**config.mk**
```make
export PLATFORM = sky130hd
export DESIGN_NAME = crossbar_slave_mem_flat
export DESIGN_NICKNAME = d
export VERILOG_FILES = /design/src/rtl/crossbar_pkg.sv /design/src/rtl/crossbar_slave_mem_if.sv /design/src/rtl/crossbar_slave_mem_array.sv /design/src/rtl/crossbar_slave_mem.sv /design/src/flat_wrapper.sv
export SDC_FILE = /design/constraint.sdc
export NUM_CORES = 1
export LEC_CHECK = 0
export ABC_AREA = 1
export BUFFER_PORTS_ARGS = -buffer_cell sky130_fd_sc_hd__buf_2
export CORE_AREA = 2 2 345 347
export CTS_CLUSTER_DIAMETER = 40
export CTS_CLUSTER_SIZE = 24
export DETAILED_ROUTE_END_ITERATION = 16
export DIE_AREA = 0 0 347 349
export PLACE_DENSITY = 0.35
export REMOVE_ABC_BUFFERS = 1
export SYNTH_ARGS = -nofsm -noshare
export SYNTH_HDL_FRONTEND = slang
export SYNTH_SLANG_ARGS = --single-unit
export TNS_END_PERCENT = 30
```
**constraint.sdc**
```tcl
create_clock -name clk -period 26.3 [get_ports clk]
set_input_delay 2.63 -clock clk [delete_from_list [all_inputs] [get_ports clk]]
set_output_delay 2.63 -clock clk [all_outputs]
set_load 0.01 [all_outputs]
```
**src/rtl/crossbar_pkg.sv**
```systemverilog
// crossbar_pkg
// Shared definitions for the crossbar slave-side blocks: bus widths,
// command encoding, the error read-back pattern and the slave FSM states.
// No ports (package).
package crossbar_pkg;

    localparam int ADDR_W = 32;
    localparam int DATA_W = 32;

    localparam logic CMD_READ  = 1'b0;
    localparam logic CMD_WRITE = 1'b1;

    // Returned on a read that falls outside the populated word array.
    localparam logic [DATA_W-1:0] ERR_RDATA = 32'hDEADBEEF;

    typedef enum logic [1:0] {
        ST_IDLE = 2'd0,
        ST_WAIT = 2'd1,
        ST_ACK  = 2'd2,
        ST_DONE = 2'd3
    } slave_state_e;

endpackage : crossbar_pkg

```
**src/rtl/crossbar_slave_mem_if.sv**
```systemverilog
// crossbar_slave_mem_if
// Bus bundle between a crossbar slave port and the memory responder.
//   req, cmd, addr, wdata : request side, driven by the crossbar (master)
//   ack, rdata, busy      : response side, driven by the responder (slave)
//   err                   : out-of-range flag, only with CROSSBAR_SLAVE_MEM_ERR_EN
interface crossbar_slave_mem_if;
    import crossbar_pkg::*;

    logic              req;
    logic              cmd;
    logic [ADDR_W-1:0] addr;
    logic [DATA_W-1:0] wdata;
    logic              ack;
    logic [DATA_W-1:0] rdata;
    logic              busy;
`ifdef CROSSBAR_SLAVE_MEM_ERR_EN
    logic              err;

    modport master (output req, cmd, addr, wdata, input ack, rdata, busy, err);
    modport slave  (input req, cmd, addr, wdata, output ack, rdata, busy, err);
`else
    modport master (output req, cmd, addr, wdata, input ack, rdata, busy);
    modport slave  (input req, cmd, addr, wdata, output ack, rdata, busy);
`endif

endinterface : crossbar_slave_mem_if

```
**src/rtl/crossbar_slave_mem_array.sv**
```systemverilog
// crossbar_slave_mem_array
// 2**DEPTH_LOG2 x DATA_W register file with one synchronous write port and
// one combinational read port. Asynchronous reset clears every word.
//   clk, rst     : clock, asynchronous active-high reset
//   we           : write enable
//   waddr, wdata : write word index and data
//   raddr, rdata : read word index and combinational data
module crossbar_slave_mem_array
    import crossbar_pkg::*;
#(
    parameter int DEPTH_LOG2 = 4
) (
    input  logic                  clk,
    input  logic                  rst,
    input  logic                  we,
    input  logic [DEPTH_LOG2-1:0] waddr,
    input  logic [DATA_W-1:0]     wdata,
    input  logic [DEPTH_LOG2-1:0] raddr,
    output logic [DATA_W-1:0]     rdata
);

    localparam int DEPTH = 1 << DEPTH_LOG2;

    logic [DATA_W-1:0] mem_r [DEPTH];

    // Word storage: cleared on reset, one word written per enabled edge.
    always_ff @(posedge clk or posedge rst) begin
        if (rst) begin
            for (int i = 0; i < DEPTH; i++) begin
                mem_r[i] <= 32'h0000_0000;
            end
        end else if (we) begin
            mem_r[waddr] <= wdata;
        end
    end

    assign rdata = mem_r[raddr];

endmodule : crossbar_slave_mem_array

```
**src/rtl/crossbar_slave_mem.sv**
```systemverilog
// crossbar_slave_mem
// Scratch-RAM responder terminating one crossbar slave port. A request seen
// in IDLE is captured, held for LATENCY wait cycles, then performed against
// the internal word array; ack pulses one cycle later with rdata valid.
//   clk  : rising-edge clock
//   rst  : asynchronous active-high reset
//   bus  : crossbar_slave_mem_if.slave (req/cmd/addr/wdata in,
//          ack/rdata/busy out, err out with CROSSBAR_SLAVE_MEM_ERR_EN)
// Parameters: DEPTH_LOG2 (1..8) word-count log2, LATENCY (0..15) wait cycles.
// Optional feature macro: CROSSBAR_SLAVE_MEM_ERR_EN enables the range check
// on addr[30:DEPTH_LOG2]; without it upper address bits alias.
module crossbar_slave_mem
    import crossbar_pkg::*;
#(
    parameter int DEPTH_LOG2 = 4,
    parameter int LATENCY    = 2
) (
    input  logic                clk,
    input  logic                rst,
    crossbar_slave_mem_if.slave bus
);

    localparam logic [1:0] S_IDLE = ST_IDLE;
    localparam logic [1:0] S_WAIT = ST_WAIT;
    localparam logic [1:0] S_ACK  = ST_ACK;
    localparam logic [1:0] S_DONE = ST_DONE;

    localparam logic [3:0] LAT_INIT = (LATENCY > 0) ? 4'(LATENCY - 1) : 4'd0;

    logic [1:0]            state_r;
    logic [1:0]            state_nx_s;
    logic [3:0]            cnt_r;
    logic                  cmd_r;
    logic [DEPTH_LOG2-1:0] idx_r;
    logic [DATA_W-1:0]     wdata_r;
    logic                  oor_r;
    logic                  ack_r;
    logic                  err_r;
    logic                  busy_r;
    logic [DATA_W-1:0]     rdata_r;

    logic                  live_oor_s;
    logic                  use_live_s;
    logic                  cur_cmd_s;
    logic [DEPTH_LOG2-1:0] cur_idx_s;
    logic [DATA_W-1:0]     cur_wdata_s;
    logic                  cur_oor_s;
    logic                  enter_ack_s;
    logic                  mem_we_s;
    logic [DATA_W-1:0]     mem_rdata_s;
    logic                  addr_unused_s;

`ifdef CROSSBAR_SLAVE_MEM_ERR_EN
    assign live_oor_s    = (bus.addr[ADDR_W-2:DEPTH_LOG2] != {(ADDR_W-1-DEPTH_LOG2){1'b0}});
    assign addr_unused_s = bus.addr[ADDR_W-1];
    assign bus.err       = err_r;
`else
    assign live_oor_s    = 1'b0;
    assign addr_unused_s = ^{bus.addr[ADDR_W-1:DEPTH_LOG2], err_r};
`endif

    // With LATENCY=0 the array is accessed on the capture edge itself, before
    // the capture registers hold the request, so the live inputs are used then.
    assign use_live_s  = (state_r == S_IDLE);
    assign cur_cmd_s   = use_live_s ? bus.cmd                    : cmd_r;
    assign cur_idx_s   = use_live_s ? bus.addr[DEPTH_LOG2-1:0]   : idx_r;
    assign cur_wdata_s = use_live_s ? bus.wdata                  : wdata_r;
    assign cur_oor_s   = use_live_s ? live_oor_s                 : oor_r;

    assign enter_ack_s = (state_nx_s == S_ACK);
    assign mem_we_s    = enter_ack_s && (cur_cmd_s == CMD_WRITE) && !cur_oor_s;

    crossbar_slave_mem_array #(
        .DEPTH_LOG2 (DEPTH_LOG2)
    ) u_array (
        .clk   (clk),
        .rst   (rst),
        .we    (mem_we_s),
        .waddr (cur_idx_s),
        .wdata (cur_wdata_s),
        .raddr (cur_idx_s),
        .rdata (mem_rdata_s)
    );

    // Next-state decode for the request FSM.
    always_comb begin
        state_nx_s = state_r;
        case (state_r)
            S_IDLE: begin
                if (bus.req) begin
                    state_nx_s = (LATENCY > 0) ? S_WAIT : S_ACK;
                end else begin
                    state_nx_s = S_IDLE;
                end
            end
            S_WAIT: begin
                if (cnt_r == 4'd0) begin
                    state_nx_s = S_ACK;
                end else begin
                    state_nx_s = S_WAIT;
                end
            end
            S_ACK: begin
                state_nx_s = S_DONE;
            end
            S_DONE: begin
                // A held req must not re-trigger; wait for it to drop.
                if (!bus.req) begin
                    state_nx_s = S_IDLE;
                end else begin
                    state_nx_s = S_DONE;
                end
            end
            default: begin
                state_nx_s = S_IDLE;
            end
        endcase
    end

    // FSM state, latency counter and request capture.
    always_ff @(posedge clk or posedge rst) begin
        if (rst) begin
            state_r <= S_IDLE;
            cnt_r   <= 4'd0;
            cmd_r   <= CMD_READ;
            idx_r   <= {DEPTH_LOG2{1'b0}};
            wdata_r <= 32'h0000_0000;
            oor_r   <= 1'b0;
        end else begin
            state_r <= state_nx_s;
            case (state_r)
                S_IDLE: begin
                    if (bus.req) begin
                        cnt_r   <= LAT_INIT;
                        cmd_r   <= bus.cmd;
                        idx_r   <= bus.addr[DEPTH_LOG2-1:0];
                        wdata_r <= bus.wdata;
                        oor_r   <= live_oor_s;
                    end
                end
                S_WAIT: begin
                    if (cnt_r != 4'd0) begin
                        cnt_r <= cnt_r - 4'd1;
                    end
                end
                default: begin
                    cnt_r <= cnt_r;
                end
            endcase
        end
    end

    // Registered response outputs; ack/err follow the ACK state by one edge.
    always_ff @(posedge clk or posedge rst) begin
        if (rst) begin
            ack_r   <= 1'b0;
            err_r   <= 1'b0;
            busy_r  <= 1'b0;
            rdata_r <= 32'h0000_0000;
        end else begin
            ack_r  <= (state_r == S_ACK);
            err_r  <= (state_r == S_ACK) && oor_r;
            busy_r <= (state_nx_s != S_IDLE);
            if (enter_ack_s && (cur_cmd_s == CMD_READ)) begin
                rdata_r <= cur_oor_s ? ERR_RDATA : mem_rdata_s;
            end else begin
                rdata_r <= rdata_r;
            end
        end
    end

    assign bus.ack   = ack_r;
    assign bus.busy  = busy_r;
    assign bus.rdata = rdata_r;

endmodule : crossbar_slave_mem

```
**src/flat_wrapper.sv**
```systemverilog
// flat-port wrapper written by rule: the top's interface ports become plain ports
module crossbar_slave_mem_flat import crossbar_pkg::*;
#(
    parameter int DEPTH_LOG2 = 4,
    parameter int LATENCY    = 2
)
  (clk, rst, bus_req, bus_cmd, bus_addr, bus_wdata, bus_ack, bus_rdata, bus_busy);
  crossbar_slave_mem_if bus_i ();
  input  logic clk;
  input  logic rst;
  input wire logic [$bits(bus_i.req)-1:0] bus_req;
  input wire logic [$bits(bus_i.cmd)-1:0] bus_cmd;
  input wire logic [$bits(bus_i.addr)-1:0] bus_addr;
  input wire logic [$bits(bus_i.wdata)-1:0] bus_wdata;
  output wire logic [$bits(bus_i.ack)-1:0] bus_ack;
  output wire logic [$bits(bus_i.rdata)-1:0] bus_rdata;
  output wire logic [$bits(bus_i.busy)-1:0] bus_busy;
  assign bus_i.req = bus_req;
  assign bus_i.cmd = bus_cmd;
  assign bus_i.addr = bus_addr;
  assign bus_i.wdata = bus_wdata;
  assign bus_ack = bus_i.ack;
  assign bus_rdata = bus_i.rdata;
  assign bus_busy = bus_i.busy;
  crossbar_slave_mem #(.DEPTH_LOG2(DEPTH_LOG2), .LATENCY(LATENCY)) u_core (.clk(clk), .rst(rst), .bus(bus_i));
endmodule
```
# == Yosys cells after proc, flatten, opt, wreduce, memory -nomap -nowiden ==
# Cells that the tools add are included.
# classes
add_sub_neg,1
order_cmp,2
eq_ne,6
n_mux,16
bitwise_logic,2
n_reduce_logical,10
# ops
op,count
bitwise mux 512 bit,1
binary-select mux 32 bit (select 4 bit),1
demux 32 bit (select 4 bit),1
2-to-1 mux 32 bit,4
2-to-1 mux 4 bit,3
one-hot mux 2 bit (4 select lines),1
one-hot mux 4 bit (2 select lines),1
"equality test 2 bit, second input constant",3
">= comparator 5 bit, second input constant",1
"less-than comparator 5 x 1 -> 1 bit, second input constant",1
inverter 4 -> 5 bit,1
zero test 4 bit,1
2-to-1 mux 2 bit,2
nonzero test 2 bit,2
nonzero test 4 bit,1
"subtractor 4 x 1 -> 4 bit, second input constant",1
logical AND 1 bit,3
AND reduction 3 bit,1
"equality test 2 x 1 -> 1 bit, second input constant",1
zero test 2 bit,1
2-to-1 mux 1 bit,2
"!= test 2 x 1 -> 1 bit, second input constant",1
"!= test 2 bit, second input constant",1
AND reduction 2 bit,1
inverter 1 bit,1
# totals
ff_bits,589

# == Longest topological paths before layout ==
# Gate-level depths: netlist of run 1.
# depth
ltp_word,8
depth_mapped,15

# == Hierarchy ==
# A second synthesis of run 1 with hierarchy kept.
# unflattened
cells_unflattened,3703
hier_area_um2,27931.8
# modules_own_cells
module,instances,cells_each,area_each_um2,seq_area_each_um2
crossbar_slave_mem_array,1,3279,24452.2,12812.3
crossbar_slave_mem,1,424,3479.6,1926.8

# == Worst setup path after synthesis of run 1 ==
# No wires, ideal clock.
# synth_timing
path_type,input-to-reg
from,input port bus_addr[0]
to,register u_core.u_array.mem_r[10] in the netlist's numbering
setup_ns,0.134
t_arrival_ns,3.767
path_slack_ns,22.399
path_stages,9
path_buffers,2
path_cell_list,inv_1 > nand2_2 > nand2_1 > buf_4 > nor3_4 > nand2_2 > clkbuf_1 > nand2_1 > o21ai_0
# synth_between
elab_chain_len,7
elab_cells_between_ends,8
classes_between,2 x order compare; 4 x mux; 1 x bitwise; 1 x reduce/logical
# synth_rtl
item,line,source
"start, declared",flat_wrapper.sv:13,input wire logic [$bits(bus_i.addr)-1:0] bus_addr;
2-to-1 mux 4 bit *,crossbar_slave_mem.sv:66,assign cur_idx_s = use_live_s ? bus.addr[DEPTH_LOG2-1:0] : idx_r;
inverter 4 -> 5 bit (implied by the code) *,crossbar_slave_mem_array.sv:33,mem_r[waddr] <= wdata;
>= comparator 5 bit (implied by the code) / less-than comparator 5 x 1 -> 1 bit (equally long branches),crossbar_slave_mem_array.sv:33,
logical AND 1 bit (implied by the code),crossbar_slave_mem_array.sv:33,
2-to-1 mux 32 bit (implied by the code),crossbar_slave_mem_array.sv:33,
demux 32 bit (select 4 bit) *,crossbar_slave_mem_array.sv:33,
bitwise mux 512 bit *,crossbar_slave_mem_array.sv:33,
"end signal, assigned by index",crossbar_slave_mem_array.sv:33,
"end, declared",crossbar_slave_mem_array.sv:24,logic [DATA_W-1:0] mem_r [DEPTH];
# Every way passes the cells marked *; elsewhere a longest branch is shown, timed or not.
# A chain may end at the register's enable or synchronous reset.

# == Final worst setup path of run 1 ==
# layout_timing
from,input port bus_addr[1]
to,register u_core.u_array.mem_r[478] in the netlist's numbering
# The elaborated chain is that of the path after synthesis.

==> results of run 1 <==
## per-layer routing
metal | vias to the layer above | part of all wire [%]
met5 | - | 0
met4 | 0 | 1.9
met3 | 141 | 3.9
met2 | 430 | 47
met1 | 11354 | 47
li1 | 11551 | -
## how the worst max path moves through the flow
stage                                            end  cells after the start
5_1_grt        u_core.u_array.mem_r[450]$_DFFE_PP0P_                     10
4_1_cts        u_core.u_array.mem_r[478]$_DFFE_PP0P_                     10
3_5_place_dp   u_core.u_array.mem_r[478]$_DFFE_PP0P_                     10
3_3_place_gp   u_core.u_array.mem_r[474]$_DFFE_PP0P_                     10
2_1_floorplan               u_core.bus.ack$_DFF_PP0_                      1
6_report       u_core.u_array.mem_r[478]$_DFFE_PP0P_                     10
## layout make-up
type / instances / area (sq um)
inverter: 72 / 283
clock inverter: 40 / 519
multi-input combinational: 2660 / 11900
tap: 1536 / 1920
timing repair buffer: 105 / 618
fill: 12732 / 83400
sequential: 589 / 14700
clock buffer: 199 / 4060
## logic make-up (layout without fill, tap and decap cells)
kind of cell | after synthesis | in the layout | share of synthesized area [%]
adder cells (fa/ha/maj) | 1 | 1 | 0.0448
AO/OA/AOI/OAI | 602 | 602 | 12.5
buffers and inverters | 348 | 416 | 5.03
AND/OR/NAND/NOR | 2057 | 2057 | 29.6
flip-flops | 589 | 589 | 52.8
## tightest hold or removal path, delay by kind of cell (launching register included)
family           cells  cell delay [ps]
flip-flops           1              330
AO/OA/AOI/OAI        1               60
AND/OR/NAND/NOR      1               50
## cell usage after synthesis (9+ instances only)
cell type  instances  area (sq um)
o21ai_0          365          1830
inv_1             63           236
nand3_1          325          1630
nor2_1           103           387
o21ai_1           48           240
buf_4             10          75.1
dfrtp_1          589         14700
nand2_2            9          56.3
buf_1             20          75.1
o21a_1           185          1390
clkbuf_1         197           739
nand2_1         1602          6010
buf_2             49           245
## sequential cells by signal (all words and copies together), names as in the netlist
register and count:
u_core.bus.busy 1, u_core.wdata_r 32, u_core.state_r 2, u_core.u_array.mem_r 512, u_core.idx_r 4, u_core.cnt_r 4, u_core.bus.ack 1, u_core.cmd_r 1
u_core.bus.rdata 32
## power by group through the flow
stage / sequential (mW) / clock [mW] / combinational [mW]
after floorplan: 1.38 / 0 / 0.900
after detailed placement: 1.39 / 0 / 1.55
final: 1.38 / 1.69 / 1.51
after global placement: 1.39 / 0 / 1.55
after CTS: 1.38 / 1.74 / 1.56
after global routing: 1.42 / 1.78 / 1.70
==> results.json, run 1 <==
{
  "diodes": 0,
  "dieHeight_microns": 349,
  "postCtsHoldBufs": 0,
  "ys_seq_area_share_pct": 52.8,
  "power_switching_mw": 1.82,
  "final_cell_mix": "nand2_1, dfrtp_1, o21ai_0, nand3_1, o21a_1",
  "drt_first_pass_iters": 5,
  "rsz0062_at_grt": "no",
  "grt_use_met3_pct": 2.83,
  "switching_share_pct": 39.8,
  "critPathRequiredTime_ps": 26900,
  "antenna_found_initial": 1,
  "regToRegEndpoint": "u_core.bus.rdata[10]$_DFFE_PP0P_",
  "top_usage_layer": "met2",
  "crit_type": "input pin to flip-flop",
  "hpwl_microns": 46600,
  "ir_drop_mv": 0.0760,
  "syn2layout_area_growth_pct": 22.1,
  "power_frac_seq_pct": 30.2,
  "path_buf_inv": 4,
  "dr.first_iter.drc_count": 1616,
  "finalWirelength_microns": 100000,
  "io_pins": 102,
  "avgSynthCellArea_sq_um": 7.76,
  "layout_commonest_cell": "nand2_1",
  "utilization_pct": 29.0,
  "dieArea_sq_um": 121000,
  "slowest_stage": "and2_4",
  "worstHoldStart": "u_core.u_array.mem_r[90]$_DFFE_PP0P_",
  "p_int_mw": 2.75,
  "holdPathEnd": "u_core.u_array.mem_r[90]$_DFFE_PP0P_",
  "fp.coreArea_sq_um": 117000,
  "ant_nets": 0,
  "min_period_ps": 5430,
  "cp_top_family": "simple AND/OR/NAND/NOR gates",
  "end_kind": "flip-flop",
  "gr-total-overflow": 0,
  "grt_pass1_wl_microns": 154000,
  "worst_slack_ps": 20870,
  "netlist_area_sq_um": 27900,
  "outcome": "finished clean",
  "synth-edff-count": 0,
  "nets": 3632,
  "numPortBuffers": 73,
  "place_area_sq_um": 29500,
  "crit_fanout": 64,
  "p_comb_share_pct": 32.9,
  "crit_chain": "buf_2 > inv_1 > nand2_1 > o21ai_4 > inv_6 > buf_4 > nor3_2 > and2_4 > nand2_1 > o21a_1",
  "drv_slew": 0,
  "ys_ff_latch": 589,
  "via_count": 23476,
  "grtUsageMet1_pct": 22.0,
  "grtUsageMet2_pct": 28.6,
  "timing.final.crit_share_pct": 20.7,
  "setup_violations": 0,
  "r2r_cells": 14,
  "die_w_microns": 347,
  "hold_depth": 2,
  "yosysUniqueCellTypes": 26,
  "cpPeakStageDelay_ps": 940,
  "first_global_vias": 23863,
  "synthCells": 3597,
  "start_util_pct": 23.8,
  "cts_setup_buffers": 0,
  "htreeDepth": 4,
  "routedWlPerCell_microns": 19.3,
  "drc": 0,
  "drv_cap": 0,
  "finalClockSkew_ps": 20.8,
  "slew_headroom_pct": 24.2,
  "gp_congestion": 0.677,
  "pre_cts_slack_ps": 20040,
  "timing.fmax_mhz": 184,
  "final_cell_count_no_fill": 5201,
  "r2r_slack_ps": 21980,
  "drive_above_1_share_pct": 9.96,
  "clock_latency_ps": 720,
  "clkPwrFrac_pct": 36.9,
  "r2r_start": "u_core.state_r[1]$_DFF_PP0_",
  "start_kind": "input pin",
  "p_per_area_nw_per_um2": 134,
  "fin_area_sq_um": 34100,
  "async_flop_share_pct": 100,
  "vias_per_cell": 4.51,
  "p_leak_nw": 16.4,
  "hold_class": "flip-flop to flip-flop",
  "cts_sinks": 589,
  "hold_viol_final": 0,
  "dp_cells": 4962,
  "tns_ps": 0,
  "grt_use_total_pct": 16.8,
  "worstPathArrival_ps": 6030,
  "whs_ps": 477,
  "clkTransAtPathRegs_ps": 40,
  "grt_max_degree": 137,
  "worst_pin_slew_ps": 1140,
  "num_rows": 126,
  "clk_path_buf_depth": 3,
  "total_power_mw": 4.58,
  "cts_tree": "yes",
  "clockRootBuffer": "clkbuf_16",
  "crit_start": "bus_addr[1]",
  "numCtsBuffers": 135,
  "yosys_warnings": 0,
  "post_cts_resized": 0,
  "crit_path_frequent_cell": "nand2_1",
  "synthFlopType": "dfrtp_1"
}
Note: power is estimated with default switching activity, not from simulation.
==> inputs of run 2 (changes only) <==
clock period = 5.3 ns   (was 26.3 ns; I/O delays follow)
==> results.json, run 2 (synthesized netlist as in run 1, its figures left out) <==
{
  "largest_reg_flops": 512,
  "hpwl_microns": 49100,
  "min_period_ps": 3470,
  "antenna_found_initial": 0,
  "htreeDepth": 4,
  "first_global_vias": 23856,
  "regToRegEndpoint": "u_core.u_array.mem_r[479]$_DFFE_PP0P_",
  "finalClockSkew_ps": 23.4,
  "cpPeakStageDelay_ps": 930,
  "total_power_mw": 23.5,
  "routedWlPerCell_microns": 19.2,
  "cts_tree": "yes",
  "diodes": 0,
  "setup_violations": 0,
  "die_w_microns": 347,
  "timing.final.crit_share_pct": 65.5,
  "fp.coreArea_sq_um": 117000,
  "num_rows": 126,
  "cts_setup_buffers": 0,
  "layout_commonest_cell": "nand2_1",
  "gp_congestion": 0.687,
  "clk_path_buf_depth": 3,
  "drc": 0,
  "grtUsageMet2_pct": 27.9,
  "numCtsBuffers": 142,
  "hold_viol_final": 0,
  "slew_headroom_pct": 30.7,
  "drv_slew": 0,
  "worstHoldStart": "bus_wdata[10]",
  "top_usage_layer": "met2",
  "crit_path_frequent_cell": "nand2_4",
  "worstPathArrival_ps": 4070,
  "worst_pin_slew_ps": 1040,
  "final_cell_mix": "nand2_1, dfrtp_1, o21ai_0, nand3_1, o21a_1",
  "clockRootBuffer": "clkbuf_16",
  "post_cts_resized": 0,
  "clkTransAtPathRegs_ps": 50,
  "grtUsageMet1_pct": 22.4,
  "holdPathEnd": "u_core.wdata_r[10]$_DFFE_PP0P_",
  "vias_per_cell": 4.50,
  "postCtsHoldBufs": 3,
  "dieHeight_microns": 349,
  "crit_type": "flip-flop to flip-flop",
  "dieArea_sq_um": 121000,
  "critPathRequiredTime_ps": 5900,
  "grt_use_met3_pct": 2.90,
  "io_pins": 102,
  "cts_sinks": 589,
  "numPortBuffers": 73,
  "p_per_area_nw_per_um2": 679,
  "outcome": "finished clean",
  "nets": 3646,
  "hold_depth": 3,
  "finalWirelength_microns": 101000,
  "crit_chain": "inv_2 > nand2_4 > nand2_8 > nand2_4 > nor3_2 > and2_4 > nand2_1 > o21a_1",
  "drt_first_pass_iters": 5,
  "dr.first_iter.drc_count": 1554,
  "ir_drop_mv": 0.512,
  "syn2layout_area_growth_pct": 24.2,
  "whs_ps": 81.6,
  "r2r_start": "u_core.state_r[1]$_DFF_PP0_",
  "crit_fanout": 72,
  "via_count": 23531,
  "r2r_cells": 8,
  "hold_class": "input pin to flip-flop",
  "gr-total-overflow": 0,
  "drive_above_1_share_pct": 10.5,
  "slowest_stage": "and2_4",
  "grt_max_degree": 131,
  "end_kind": "flip-flop",
  "grt_use_total_pct": 16.8,
  "p_leak_nw": 16.7,
  "largest-register": "u_core.u_array.mem_r",
  "start_util_pct": 23.8,
  "clock_latency_ps": 730,
  "r2r_slack_ps": 1830,
  "ant_nets": 0,
  "drv_cap": 0,
  "rsz0062_at_grt": "no",
  "grt_pass1_wl_microns": 155000,
  "timing.fmax_mhz": 288,
  "start_kind": "flip-flop"
}
==> run 2: cell types whose count changed in the layout (fill, tap and decap cells not counted), sizes merged, moves of 3 or more <==
cell and change:
buf +4, bufinv +5, clkinvlp -3, clkinv +8, clkbuf +10, dlygate4sd3 +3
==> run 2: routing by layer <==
layer | up-vias | wire [microns] | part of all wire (%)
li1 | 11581 | - | -
met1 | 11473 | 48500 | 48
met2 | 326 | 47000 | 47
met3 | 151 | 3180 | 3.2
met4 | 0 | 2050 | 2.0
met5 | - | 0 | 0
==> run 2: where the power goes <==
part / switching [mW] / internal (mW) / total (mW)
clock network: 2.83 / 6.24 / 9.07
logic: 5.66 / 1.95 / 7.61
registers: 0.791 / 6.07 / 6.86
==> run 2: area by class of cell <==
| class | instances | area [sq um] |
|---|---|---|
| sequential | 589 | 14700 |
| clock inverter | 52 | 752 |
| multi-input combinational | 2660 | 11900 |
| inverter | 72 | 283 |
| tap | 1536 | 1920 |
| clock buffer | 209 | 4240 |
| timing repair buffer | 112 | 791 |
| fill | 12659 | 82800 |
==> run 2: through the flow <==
stage / TNS (ps) / utilization (%) / area, sq um / cells / setup WS (ps)
after floorplan: -7867340 / - / 26800 / 3321 / -11710
after global placement: 0 / 25.2 / 29600 / 4966 / 1740
after detailed placement: 0 / 25.2 / 29600 / 4966 / 1740
after CTS: 0 / 29.5 / 34700 / 5230 / 1730
after global routing: 0 / 29.5 / 34700 / 5230 / 1490
final: 0 / 29.5 / 34700 / 5230 / 1830
==> run 2: how the worst max path moves through the flow <==
stage / slack (ps) / endpoint / start / depth (start not counted)
finish: 1830 / u_core.u_array.mem_r[479]$_DFFE_PP0P_ / u_core.state_r[1]$_DFF_PP0_ / 8
detailed placement: 1740 / u_core.u_array.mem_r[455]$_DFFE_PP0P_ / u_core.state_r[1]$_DFF_PP0_ / 8
floorplan: -11710 / u_core.bus.ack$_DFF_PP0_ / rst / 1
global placement: 1740 / u_core.u_array.mem_r[476]$_DFFE_PP0P_ / u_core.state_r[1]$_DFF_PP0_ / 8
CTS: 1730 / u_core.u_array.mem_r[455]$_DFFE_PP0P_ / u_core.state_r[1]$_DFF_PP0_ / 8
global route: 1490 / u_core.u_array.mem_r[456]$_DFFE_PP0P_ / u_core.state_r[1]$_DFF_PP0_ / 8
==> run 2: critical path: cells and delay by family, from the launching register on <==
kind	cells	cell delay [ps]
AND/OR/NAND/NOR	6	2500
flip-flops	1	460
AO/OA/AOI/OAI	1	140
buffers and inverters	1	120
==> inputs of run 3 (changes only) <==
ABC_AREA = 0   (was 1)
CORE_AREA = 2 2 324 326   (was 2 2 345 347)
DIE_AREA = 0 0 326 328   (was 0 0 347 349)
clock period = 3.5 ns   (was 5.3 ns; I/O delays follow)
==> results.json, run 3 <==
{
  "p_leak_nw": 13.6,
  "synthCells": 2454,
  "via_count": 19263,
  "utilization_pct": 30.7,
  "cts_sinks": 589,
  "pre_cts_slack_ps": 468,
  "drt_first_pass_iters": 5,
  "nets": 2656,
  "ys_ff_latch": 589,
  "clk_path_buf_depth": 3,
  "fin_area_sq_um": 31700,
  "outcome": "finished clean",
  "rsz0062_at_grt": "no",
  "dieHeight_microns": 328,
  "start_kind": "flip-flop",
  "drive_above_1_share_pct": 17.2,
  "crit_fanout": 16,
  "ys_seq_area_share_pct": 59.9,
  "io_pins": 102,
  "numCtsBuffers": 117,
  "layout_commonest_cell": "dfrtp_1",
  "start_util_pct": 23.9,
  "avgSynthCellArea_sq_um": 10.0,
  "hpwl_microns": 45500,
  "critPathRequiredTime_ps": 4030,
  "synth-edff-count": 0,
  "grt_pass1_wl_microns": 126000,
  "crit_type": "flip-flop to flip-flop",
  "clock_latency_ps": 690,
  "post_cts_resized": 0,
  "gp_congestion": 0.715,
  "async_flop_share_pct": 100,
  "final_cell_mix": "dfrtp_1, a21oi_1, nor2_1, a22oi_1, nand2_1",
  "timing.final.crit_share_pct": 84.2,
  "htreeDepth": 3,
  "dieArea_sq_um": 107000,
  "clockRootBuffer": "clkbuf_16",
  "yosysTopAreaCell": "dfrtp_1",
  "yosys_warnings": 0,
  "place_area_sq_um": 27100,
  "setup_violations": 0,
  "routedWlPerCell_microns": 20.6,
  "first_global_vias": 19760,
  "drc": 0,
  "diodes": 0,
  "hold_viol_final": 0,
  "ir_drop_mv": 0.994,
  "ant_nets": 0,
  "min_period_ps": 2950,
  "num_rows": 118,
  "drv_cap": 0,
  "largest-register": "u_core.u_array.mem_r",
  "fp.coreArea_sq_um": 103000,
  "tns_ps": 0,
  "drv_slew": 0,
  "netlist_area_sq_um": 24600,
  "numPortBuffers": 73,
  "largest_reg_flops": 512,
  "dr.first_iter.drc_count": 1216,
  "hold_class": "input pin to flip-flop",
  "yosysUniqueCellTypes": 39,
  "slew_headroom_pct": 28.4,
  "synthTopCellsByArea": "dfrtp_1, a21oi_1, a22oi_1",
  "n_fill_cell": 10554,
  "clkTransAtPathRegs_ps": 50,
  "finalClockSkew_ps": 29.3,
  "synth_common_cells": "dfrtp_1, a21oi_1, nor2_1, a22oi_1, nand2_1",
  "gr-total-overflow": 0,
  "p_per_area_nw_per_um2": 951,
  "finalWirelength_microns": 83600,
  "antenna_found_initial": 0,
  "die_w_microns": 326,
  "end_kind": "flip-flop",
  "worstPathArrival_ps": 3480,
  "syn2layout_area_growth_pct": 28.6,
  "r2r_slack_ps": 550,
  "synthFlopType": "dfrtp_1",
  "grt_max_degree": 92,
  "worst_pin_slew_ps": 1070,
  "timing.fmax_mhz": 339,
  "synth_top_area_share_pct": 59.9,
  "cts_tree": "yes",
  "worst_slack_ps": 552,
  "yosysMostFrequentCell": "dfrtp_1",
  "grt_use_total_pct": 15.6,
  "vias_per_cell": 4.74
}
## run 3: cell types whose count changed after synthesis, moves of 38 or more
cell and delta:
inv_1 -57, nand2_1 -1467, nor2_1 +315, nand3_1 -325, o21a_1 -185, a22oi_1 +257
buf_2 +78, o21ai_1 -38, o21ai_0 -246, clkbuf_1 -117, a21oi_1 +545
## run 3: repair_timing
item	in CTS	in global routing
hold buffers	38	0
endpoints found under the hold margin	114	0
setup buffers	0	0
## run 3: cell families after synthesis
| group | count (synthesis) | share of synthesized area [%] |
|---|---|---|
| adder cells (fa/ha/maj) | 1 | 0.0508 |
| flip-flops | 589 | 59.9 |
| AO/OA/AOI/OAI | 946 | 22.2 |
| buffers and inverters | 221 | 4.12 |
| multiplexers | 71 | 3.07 |
| AND/OR/NAND/NOR | 626 | 10.6 |
## run 3: critical path, stage by stage, from the launching register on
cell and delay (ps):
dfrtp_1 430, nor2_4 600, nor3b_1 170, a31oi_4 440, buf_4 300, a21oi_1 100, nor4_1 610, a21oi_1 150
## run 3: per-layer routing
metal | vias up | track usage (%) | part of all wire [%]
met4 | 0 | 5.02 | 2.3
met2 | 454 | 25.4 | 47
met3 | 147 | 2.63 | 4.5
met5 | - | 0 | 0
met1 | 9698 | 21.2 | 46
li1 | 8964 | - | -
## run 3: stage by stage
| step | hold WS [ps] | instances | power [mW] |
|---|---|---|---|
| final | 55.8 | 4063 | 30.1 |
| after global routing | 25.1 | 4063 | 31.9 |
| after CTS | 12.5 | 4063 | 30.6 |
| after detailed placement | 470 | 3810 | 18.6 |
| after global placement | 462 | 3810 | 18.4 |
| after floorplan | 451 | 2239 | 14.4 |
## run 3: path summary, 6_finish.rpt
check,startpoint,end,depth (start not counted)
min in group asynchronous,rst,u_core.u_array.mem_r[333]$_DFFE_PP0P_,3
max in group asynchronous,rst,u_core.wdata_r[11]$_DFFE_PP0P_,4
hold reg to reg,u_core.u_array.mem_r[266]$_DFFE_PP0P_,u_core.u_array.mem_r[266]$_DFFE_PP0P_,2
setup / recovery,u_core.state_r[0]$_DFF_PP0_,u_core.bus.rdata[26]$_DFFE_PP0P_,7
hold / removal,bus_addr[3],u_core.idx_r[3]$_DFFE_PP0P_,2
setup reg to reg,u_core.state_r[0]$_DFF_PP0_,u_core.bus.rdata[26]$_DFFE_PP0P_,7
## run 3: area by class of cell
type	instances	area [sq um]	area share, %
well taps	1380	1730	5.45
inverters	6	30.0	0.0948
clock buffers	147	3220	10.2
flip-flops and latches	589	14700	46.5
clock inverters	68	951	3.00
multi-input cells	1644	8950	28.2
repair buffers	229	2060	6.49
## run 3: power breakdown
| group | leakage, nW | internal (mW) | switching, mW |
|---|---|---|---|
| Combinational | 3.59 | 2.80 | 5.71 |
| Clock | 2.05 | 7.94 | 3.79 |
| Sequential | 7.94 | 8.82 | 1.07 |
| Total | 13.6 | 19.6 | 10.6 |
